**src/rtl/input_buffer.sv**
```systemverilog
`timescale 1ns/1ps
// input_buffer: one-cycle registered stage for an image line and its template lines
module input_buffer #(
  parameter int PIXEL_SIZE    = 8,
  parameter int LINE_SIZE     = 16,
  parameter int NUM_TEMPLATES = 4
) (
  input  logic                  CLK,
  input  logic                  RST_N,
  input  logic [PIXEL_SIZE-1:0] I_in_line  [LINE_SIZE],
  input  logic [PIXEL_SIZE-1:0] T_in_line  [LINE_SIZE][NUM_TEMPLATES],
  output logic [PIXEL_SIZE-1:0] I_out_line [LINE_SIZE],
  output logic [PIXEL_SIZE-1:0] T_out_line [LINE_SIZE][NUM_TEMPLATES]
);
  for (genvar j = 0; j < LINE_SIZE; j++) begin : g_pix
    always_ff @(posedge CLK or negedge RST_N)
      if (!RST_N) I_out_line[j] <= '0;
      else        I_out_line[j] <= I_in_line[j];
    for (genvar k = 0; k < NUM_TEMPLATES; k++) begin : g_tpl
      always_ff @(posedge CLK or negedge RST_N)
        if (!RST_N) T_out_line[j][k] <= '0;
        else        T_out_line[j][k] <= T_in_line[j][k];
    end
  end
endmodule

```
**config.mk**
```make
export PLATFORM = sky130hd
export DESIGN_NAME = input_buffer
export DESIGN_NICKNAME = d
export VERILOG_FILES = /design/src/rtl/input_buffer.sv
export SDC_FILE = /design/constraint.sdc
export NUM_CORES = 1
export LEC_CHECK = 0
export CAP_MARGIN = 10
export CORE_AREA = 2 2 496 498
export DETAILED_ROUTE_END_ITERATION = 10
export DIE_AREA = 0 0 498 500
export PLACE_DENSITY = 0.3
export SYNTH_ARGS = -nofsm -noshare
export SYNTH_HDL_FRONTEND = slang
export SYNTH_SLANG_ARGS = --single-unit
```
**constraint.sdc**
```tcl
create_clock -name CLK -period 0.8 [get_ports CLK]
set_clock_uncertainty 0.1 [all_clocks]
set_input_delay 0.12 -clock CLK [delete_from_list [all_inputs] [get_ports CLK]]
set_output_delay 0.12 -clock CLK [all_outputs]
set_load 0.1 [all_outputs]
```
Yosys cells after proc, flatten, opt, wreduce, memory -nomap -nowiden

Cells that the tools add are included.
W data, S select, Z words.

Flip-flop bits (word level): 640
Bits in latches: 0
Bits in writable memories: 0
Bits in read-only memories: 0
Word-level logic and storage cells: 80
Memories: 0

Add/sub/neg operators: 0
Multipliers: 0
Divide/modulo/power cells: 0
$lt $le $gt $ge: 0
Equal/unequal tests: 0
Shift operators: 0
Multiplexer cells: 0
Bitwise operators: 0
Reduce and logical (&&, ||, !) cells: 0

Depth between registers and ports, before layout

Depth in word-level cells: 0
Mapped depth: 0

Worst setup path before layout

No wires, ideal clock.

Kind: reg-to-output
From: register I_out_line[0] (netlist bit)
To: output port I_out_line[0] (netlist bit)
Arrival: 0.883 ns
Data required time: 0.580 ns
Path slack: -0.303 ns
Cell stages (with the launch flop): 1
Buffers on the path: 0
Path through: dfrtp_1

RTL lines:

| what                            | RTL line | RTL |
|---|---|---|
| start, declared                 | 12       | `output logic [PIXEL_SIZE-1:0] I_out_line [LINE_SIZE],` |
| start signal, assigned by index | 18       | `else I_out_line[j] <= I_in_line[j];` |

No word-level cell between the ends.

Worst setup path after layout

From: register T_out_line[329] (netlist bit)
To: output port T_out_line[329] (netlist bit)

RTL lines:

| what                            | RTL line | RTL |
|---|---|---|
| start, declared                 | 13       | `output logic [PIXEL_SIZE-1:0] T_out_line [LINE_SIZE][NUM_TEMPLATES]` |
| start signal, assigned by index | 22       | `else T_out_line[j][k] <= T_in_line[j][k];` |

No word-level cell between the ends.

==> impl_metrics.ini <==
[run_status]
status = finished with violations
violations = negative hold slack, negative setup slack

[floorplan]
die_w_um = 498
ios = 1282
core_area_um2 = 244000
dieHeight_um = 500
num_rows = 182
start_util = 0.0655
dieArea_um2 = 249000

[critical_path]
cp_max_fo = 1
worst_setup_path_end_kind = output pin
cp_slowest_cell = dfrtp_4
worstPathRequired_ns = 0.58
crit_start = T_out_line[329]$_DFF_PN0_
cp_data_arrival_time_ns = 1.46
cp-start-kind = flip-flop
path_cells = buf_12
critPathMaxStageDelay_ns = 0.55
worst-path-buf-inv = 1
worstSetupPathType = reg -> out
crit_family = flip-flops

[synthesis]
syn_nets = 1282
synthDistinctLibCells = 1
syn_area_um2 = 16000
ys_warn_count = 0
ys_seq_elements = 640
yosysSeqAreaShare = 1.00
synth_cells = 640
avgSynthCellArea_um2 = 25.0

[grt]
grt_first_pass_wirelength_um = 153000
grt_max_degree = 37
grt_use_met2 = 0.162
busiest_layer = met2
grt-ovfl-total = 0
grt_pass1_vias = 16900
grt.total_usage = 0.0902
grt_util_met3 = 0.0402
grt_use_met1 = 0.0933
antenna_found_initial = 44

[run]
drv_cap = 0

[sta]
max_freq_mhz = 596
hold_ws_ns = -0.441
timing.final.max_slew_violations = 0
setup_ws_ns = -0.877
worstMarginPinSlew_ns = 0.526
setup_viol = 644
min_period_ns = 1.68
hold_viol_final = 581
final.period_utilization = 2.10
maxSlewHeadroom = 0.648
rsz0062_at_grt = yes

[finish]
syn2layout_area_growth_pct = 224
layout-drive-gt1-share = 0.536
final_common_cell = buf_12
nNetsFinal = 3354
multiInputGateArea_um2 = 0
multi_input_comb_cells = 0
regArea_um2 = 18400
finalInstanceArea_um2 = 51900
layout_common_cells = 666 x buf_12, 639 x dfrtp_4, 636 x dlygate4sd3_1
fillers = 25700

[clocking]
clk_path_buf_depth = 3
numCtsBuffers = 87
cts_tree = yes
h-tree-depth = 3
clk_pin_slew_ns = 0.06
clock-root-buffer = clkbuf_16
cts_sinks = 640

[drt]
drt_iter0_drc = 308
drt_pass1_iterations = 4
drc = 0
vias = 14100
viasPerCell = 2.35
antenna_left = 0
drt-total-wl_um = 113000
wl_per_cell_um = 18.8

[placed_design]
pre_cts_slack_ns = -0.498
io_buffers = 1281
dp_hpwl_um = 94100
routabilityCongestion = 0.790
placed_cell_area_um2 = 42400

[pwr]
peakVddDrop_mv = 1.46
power_density_nw_per_um2 = 2030
leakagePower_nw = 20.0

[min_path]
hold_class = in -> async
-- report_power, final --
part / switching, mW / internal [mW] / leakage (nW)
Sequential: 1.59 / 35.1 / 6.88
Clock: 16.4 / 24.3 / 1.46
Combinational: 16.1 / 11.5 / 11.6
-- final timing paths --
path	to	slack, ns	cells past startpoint
worst max-delay path	T_out_line[329]	-0.88	1
worst min-delay path	T_out_line[412]$_DFF_PN0_	-0.44	5
max in group asynchronous	I_out_line[81]$_DFF_PN0_	-0.02	7
min in group CLK	T_out_line[327]$_DFF_PN0_	-0.01	1
-- kinds of logic after synthesis --
| logic type | count (synthesis) | share of synthesized area |
|---|---|---|
| DFF | 640 | 1.00 |
-- synthesized netlist by cell type (all sizes together) --
| master | count | area, um2 |
|---|---|---|
| dfrtp | 640 | 16000 |
-- registers in the layout (all words and copies together) (netlist names) --
signal,count
T_out_line,512
I_out_line,128
-- what timing repair did --
action | in CTS | in global routing
hold buffers | 643 | 1
endpoints found under the setup margin | 640 | 654
hold endpoints to repair | 1275 | 584
resized for setup | 0 | 1
buffers inserted | 0 | 1
-- stage by stage --
step / std cells / utilization / setup TNS, ns / total power [mW]
2_1_floorplan: 640 / - / -7.88 / 48.8
3_3_place_gp: 5206 / 0.174 / -54.41 / 62.5
3_5_place_dp: 5206 / 0.174 / -53.75 / 62.5
4_1_cts: 6004 / 0.212 / -580.81 / 108
5_1_grt: 6000 / 0.212 / -555.76 / 109
6_report: 6006 / 0.212 / -497.54 / 105
-- area by class of cell --
class                 count  share of cell area
Antenna cell              8            0.000386
Clock buffer            125              0.0488
Clock inverter           30             0.00854
Sequential cell         640               0.355
Tap cell               3220              0.0777
Timing Repair Buffer   1983               0.510
-- metal layers --
layer	wire (um)	vias to the layer above
li1	-	6180
met1	39400	6882
met2	59300	849
met3	11600	164
met4	2840	10
met5	57	-
No activity file was read; power rests on OpenSTA's default activity.
